[src/rtl/uart_pkg.sv]
// Constants shared by the UART receiver, transmitter and receive buffer.
package uart_pkg;

  localparam int UART_DATA_W        = 8;
  localparam int UART_RX_FIFO_DEPTH = 16;
  localparam int UART_CLK_HZ        = 50_000_000;
  localparam int UART_BAUD          = 115_200;
  localparam int UART_CLKS_PER_BIT  = UART_CLK_HZ / UART_BAUD;

endpackage

[src/rtl/uart_fifo_mem.sv]
// FIFO storage: synchronous write port, asynchronous read port, no reset.
module uart_fifo_mem
  import uart_pkg::*;
#(
  parameter int  DATA_W = UART_DATA_W,
  parameter int  DEPTH  = UART_RX_FIFO_DEPTH,
  localparam int AW     = $clog2(DEPTH)
) (
  input  logic              clk,
  input  logic              we,
  input  logic [AW-1:0]     waddr,
  input  logic [DATA_W-1:0] wdata,
  input  logic [AW-1:0]     raddr,
  output logic [DATA_W-1:0] rdata
);

  logic [DATA_W-1:0] mem [DEPTH];

  always_ff @(posedge clk) begin
    if (we) mem[waddr] <= wdata;
  end

  assign rdata = mem[raddr];

endmodule

[src/rtl/uart_rx_fifo.sv]
// Receive-side FWFT byte buffer: one push per rx_done rising edge,
// valid/ready drain, occupancy count and sticky overflow flag.
module uart_rx_fifo
  import uart_pkg::*;
#(
  parameter int  DATA_W = UART_DATA_W,
  parameter int  DEPTH  = UART_RX_FIFO_DEPTH,
  localparam int AW     = $clog2(DEPTH)
) (
  input  logic              clk,
  input  logic              rst,
  input  logic              rx_done,
  input  logic [DATA_W-1:0] rx_dat,
  input  logic              rd_ready,
  output logic              rd_valid,
  output logic [DATA_W-1:0] rd_data,
  output logic [AW:0]       count,
  output logic              full,
  output logic              empty,
  output logic              overflow,
  input  logic              ovf_clr
);

  localparam logic [AW:0] CNT_FULL = (AW+1)'(DEPTH);

  logic          rx_done_q;
  logic [AW-1:0] wr_ptr;
  logic [AW-1:0] rd_ptr;
  logic          push;
  logic          pop;
  logic          accept;
  logic          drop;

  assign full     = (count == CNT_FULL);
  assign empty    = (count == '0);
  assign rd_valid = !empty;

  assign push   = rx_done & ~rx_done_q;
  assign pop    = rd_valid & rd_ready;
  // A pop on a full FIFO frees the slot the same-cycle push writes into.
  assign accept = push & (~full | pop);
  assign drop   = push & full & ~pop;

  uart_fifo_mem #(
    .DATA_W (DATA_W),
    .DEPTH  (DEPTH)
  ) u_mem (
    .clk   (clk),
    .we    (accept),
    .waddr (wr_ptr),
    .wdata (rx_dat),
    .raddr (rd_ptr),
    .rdata (rd_data)
  );

  always_ff @(posedge clk) begin
    if (rst) begin
      // Starts high so a strobe held through reset is not seen as a new edge.
      rx_done_q <= 1'b1;
      wr_ptr    <= '0;
      rd_ptr    <= '0;
      count     <= '0;
      overflow  <= 1'b0;
    end else begin
      rx_done_q <= rx_done;
      if (accept) wr_ptr <= wr_ptr + AW'(1);
      if (pop)    rd_ptr <= rd_ptr + AW'(1);
      if (accept && !pop)      count <= count + (AW+1)'(1);
      else if (pop && !accept) count <= count - (AW+1)'(1);
      if (drop)         overflow <= 1'b1;
      else if (ovf_clr) overflow <= 1'b0;
    end
  end

endmodule

[config.mk]
export PLATFORM = sky130hd
export DESIGN_NAME = uart_rx_fifo
export DESIGN_NICKNAME = d
export VERILOG_FILES = /design/src/rtl/uart_pkg.sv /design/src/rtl/uart_fifo_mem.sv /design/src/rtl/uart_rx_fifo.sv
export SDC_FILE = /design/constraint.sdc
export NUM_CORES = 1
export LEC_CHECK = 0
export CORE_ASPECT_RATIO = 1.5
export CORE_MARGIN = 2
export CORE_UTILIZATION = 47
export CTS_CLUSTER_DIAMETER = 80
export DETAILED_ROUTE_END_ITERATION = 10
export GPL_ROUTABILITY_DRIVEN = 0
export HOLD_SLACK_MARGIN = 0.12
export PLACE_DENSITY_LB_ADDON = 0.2
export SLEW_MARGIN = 25
export SYNTH_ARGS = -nofsm -noshare
export SYNTH_HDL_FRONTEND = slang
export SYNTH_SLANG_ARGS = --single-unit
[constraint.sdc]
create_clock -name clk -period 3.18 [get_ports clk]
set_input_delay 0.954 -clock clk [delete_from_list [all_inputs] [get_ports clk]]
set_output_delay 0.954 -clock clk [all_outputs]
set_load 0.02 [all_outputs]
* Word level (Yosys, flattened, before mapping)
Memories as Yosys holds them, arrays and structs flattened. A register that Yosys moved wholly into a read port is not among the register bits.
Cells that the tools add are included.
** Word-level totals
- Memories :: 1
- Bits in latches :: 0
- ROM bits :: 0
- RAM bits :: 128
- Output and inout port bits :: 17
- Bits in registers :: 15
** Memory list
- u_mem.mem :: depth 16, width 8, read ports 1, clocked after Yosys merged registers in 1, wr ports 1, RTL line uart_fifo_mem.sv:17 : logic [DATA_W-1:0] mem [DEPTH];
** Cells by class
- Reductions and logical operators :: 8
- Equality and inequality tests :: 1
- Multiplexer cells :: 8
- Bitwise gates (word level) :: 9
- $add $sub $neg :: 4
- Magnitude comparators :: 0
- Shift-type cells :: 0
- Divide/modulo/power cells :: 0
- $mul :: 0
** Operator list (count)
- 5-bit two-way mux :: 2
- 4-bit by 1-bit adder with 4-bit output (second input constant) :: 2
- 4-bit two-way mux :: 2
- 5-bit by 1-bit adder with 5-bit output (second input constant) :: 1
- 1-bit AND :: 5
- 5-bit == test (second input constant) :: 1
- 5-bit logical NOT :: 1
- 5-bit by 1-bit subtractor with 5-bit output (second input constant) :: 1
- 1-bit two-way mux :: 4
- 2-bit nonzero test :: 2
- 1-bit logical NOT :: 3
- 1-bit inverter :: 3
- 1-bit logical AND :: 2
- 1-bit OR :: 1

* Depth between registers and ports, before layout
- Depth in word-level cells :: 9
- Depth in mapped cells :: 11
- Mapped depth without buffers :: 10

* Hierarchy
From an unflattened synthesis, not the netlist that was laid out.
** Unflattened totals
- Cells, all modules :: 309
- Area total of the unflattened synthesis :: 5810.6 µm²
** Modules (own cells, without submodules)
- uart_fifo_mem :: area an instance 4987.3 µm², cells each 221, times used 1, seq. area each 3843.7 µm²
- uart_rx_fifo :: area an instance 823.3 µm², cells each 88, times used 1, seq. area each 300.3 µm²

* Least setup slack after synthesis
OpenSTA, ideal clock, no wires.
- Path kind :: input-to-reg
- From :: input port rd_ready
- To :: register count[4]
- Path buffers :: 0
- Path slack :: 0.280 ns
- Stages :: 10
- Data arrival time :: 2.779 ns
- Data required time :: 3.059 ns
- Cell sequence :: nand2b_1 > o21ai_4 > inv_2 > ha_1 > inv_1 > ha_1 > a21oi_1 > a211oi_1 > a31oi_1 > mux2_2
** Between the ends
- Cells in the longest elaborated chain, start to end :: 6
** Ends and longest elaborated chain
- start: declaration :: RTL line uart_rx_fifo.sv:14 : input logic rd_ready,
- 1-bit AND (*) :: RTL line uart_rx_fifo.sv:39 : assign pop = rd_valid & rd_ready;
- 1-bit OR (*) :: RTL line uart_rx_fifo.sv:41 : assign accept = push & (~full | pop);
- 1-bit AND (*) :: RTL line uart_rx_fifo.sv:41
- named net accept :: RTL line uart_rx_fifo.sv:31 : logic accept;
- 1-bit logical NOT :: RTL line uart_rx_fifo.sv:69 : else if (pop && !accept) count <= count - (AW+1)'(1);
- 1-bit logical AND :: RTL line uart_rx_fifo.sv:69
- 2-bit nonzero test (no line)
- end signal: assignment :: RTL line uart_rx_fifo.sv:68 : if (accept && !pop) count <= count + (AW+1)'(1);
- end signal: assignment :: RTL line uart_rx_fifo.sv:69
- end: declaration :: RTL line uart_rx_fifo.sv:17 : output logic [AW:0] count,
Mark *: on every way through the listed nets, which the timed path passes. The rest lies on a longest branch.
A chain may end at the register's enable or synchronous reset.

==> results.ini <==
[yosys]
synth_edf_count = 128
syn_area_per_cell_um2 = 18.5
ys_seq_area_share_pct = 72.5
ys_warn_count = 0
async_reset_ff_share_pct = 0
yosysUniqueCellTypes = 39
yosys-top-cells-area = edfxtp_1, mux4_2, dfxtp_1
synthCells = 315
synth_common_cells = edfxtp_1, mux4_2, nor2_1
ys_ff_latch = 147
synth_nets = 338
ys.flop_type = edfxtp_1
yosys.area.top_type_share_pct = 66.0
synth_most_common_cell = edfxtp_1
synth_area_mm2 = 0.00583
synth_top_area_cell = edfxtp_1

[critical_path]
worst-r2r-setup-slack_ns = 0.41
end_kind = primary output
crit_buf_inv = 2
slowest_delay_ns = 0.51
worstSetupPathType = flip-flop to primary output
crit_family = multiplexers
worstPathRequired_ns = 2.23
worst-path-max-fanout = 7
cp.arrival_ns = 2.15
cpMaxStageDelayCell = mux4_2
path_cells = buf_12 > mux4_2 > a22oi_2 > nand2_1 > clkdlybuf4s15_1
critPathLaunchType = flip-flop
r2r_cells = 10
cp.depth = 5

[grt]
antenna_found_initial = 0
grt_overflow_total = 0
grt_pass1_vias = 3258
grt_pass1_wl_um = 17600
grt_max_degree = 33
gr-usage-all-layers_pct = 18.8

[finish]
fin_nets = 410
finish.utilization_pct = 60.5
design_area_mm2 = 0.00730
area_growth_pct = 25.3
register_area_mm2 = 0.00423
n_antenna_cell = 0
fillers = 875
multiInputGateArea_mm2 = 0.00156
drive_gt1_share_pct = 30.5

[clocking]
cts.sinks = 147
cts-buffers-inserted = 17
cts_tree = yes
ctsRootBufferMaster = clkbuf_16
cts.path.max_buffers = 2
h-tree-depth = 4
clock_latency_ns = 0.42
clkTransAtPathRegs_ns = 0.06

[drt]
drc = 0
via_per_inst = 5.58
ant_nets = 0
drt_first_pass_iters = 4
post_drt_wl_per_cell_um = 20.7
wirelength_um = 11400
first_iter_violations = 172
vias = 3086

[timing]
slew_headroom_pct = 63.2
fin_crit_sh_pct = 97.7
setup_viol = 0
hold_ws_ns = 0.532
worst_pin_slew_ns = 0.550
final_max_slew_viol_count = 0
fin_crit_ns = 3.11
hold_viol_final = 0
clock.fmax_ghz = 0.322
finalClockSkew_ns = 0.00829

[power]
p_per_area_mw_per_mm2 = 773
vdd_drop_max_mv = 0.489
power.leakage_nw = 2.49
finalPower_mw = 5.65

[floorplan]
die_y_um = 140
fp.dieW_um = 94.9
core-area_mm2 = 0.0121
initial_utilization_pct = 48.3
ios = 30
rows = 49
die_area_mm2 = 0.0133

[hold_path]
holdPathStages = 2
hp-class = flip-flop to flip-flop

[placed_design]
port_buffers = 29
post-dp-hpwl_um = 7370
place_area_mm2 = 0.00662

[run]
cap_violations = 0

[outcome]
status = complete, no violations

## worst paths after layout
path	from	to
setup / recovery	flip-flop	rd_data[4]
hold reg to reg	rd_ptr[3]	rd_ptr[3]
hold / removal	rd_ptr[3]	rd_ptr[3]
setup reg to reg	count[3]	count[3]
## power breakdown
part           total, mW  internal [mW]  switching, mW
logic               1.42          0.751          0.670
clock network       1.99           1.18          0.814
registers           2.23           2.16         0.0738
total               5.65           4.09           1.56
## cells by family after synthesis
kind of cell             count (synthesis)  synth area share, %
multiplexers                            36                 13.1
flip-flops                             147                 72.5
AND/OR/NAND/NOR                         64                 5.86
XOR/XNOR                                 7                 1.05
adder cells (fa/ha/maj)                 10                 2.28
AO/OA/AOI/OAI                           30                 3.76
buffers and inverters                   21                 1.50
## timing repair
| action | 4_1_cts | 5_1_grt |
|---|---|---|
| resized for setup | 24 | 11 |
| cloned | 1 | 1 |
| pin swaps | 1 | 2 |
| endpoints found under the setup margin | 11 | 8 |
| hold buffers | 0 | 0 |
| setup buffers | 0 | 0 |
## final cells by class
cell class,count,share of cell area [%]
sequential,147,57.9
multi-input combinational,147,21.4
clock buffer,17,5.82
timing repair buffer,68,9.61
inverter,6,0.308
tap,153,2.62
clock inverter,15,2.40
## layer usage
metal / wire (um) / vias to the layer above / part of all wire [%] / global-route usage (%)
met3: 342 / 25 / 3.0 / 3.50
met5: 0 / - / 0 / 0
met2: 6430 / 75 / 56 / 33.2
met1: 4350 / 1583 / 38 / 21.0
li1: - / 1403 / - / -
met4: 321 / 0 / 2.8 / 9.92
## worst min-delay path, stage by stage, from the launching register on
cell and delay [ns]:
dfxtp_1 0.33, xor2_1 0.06, nor2_1 0.10
## layout by cell type, fill, tap and decap left out, drive strengths merged, types with 3 or more instances in the layout
master,synthesis,routed
edfxtp,128,128
buf,8,38
mux4,32,32
clkbuf,7,23
nor2,20,20
clkdlybuf4s50,0,20
dfxtp,19,19
a22oi,16,16
and2,13,13
inv,6,12
nand2,9,9
ha,9,9
a21oi,5,5
xor2,5,5
nor2b,4,4
and4,4,4
clkinv,0,4
mux2i,3,3
o211ai,3,3
clkinvlp,0,3
clkdlybuf4s15,0,3
o21ai,3,3
## sequential cells by signal, summed over array words and instances, names as in the netlist, named ones only
name	count
rx_done_q	1
wr_ptr	4
overflow	1
rd_ptr	4
count	5
u_mem.mem	128
## through the flow
step,std cells,setup slack (ns),setup TNS [ns]
global route,553,-0.00938,-0.00955
finish,553,0.0721,0
CTS,552,0.00863,0
floorplan,315,0.280,0
detailed placement,519,-0.135,-0.247
global placement,519,-0.0969,-0.169
No activity file was read; power rests on OpenSTA's default activity.
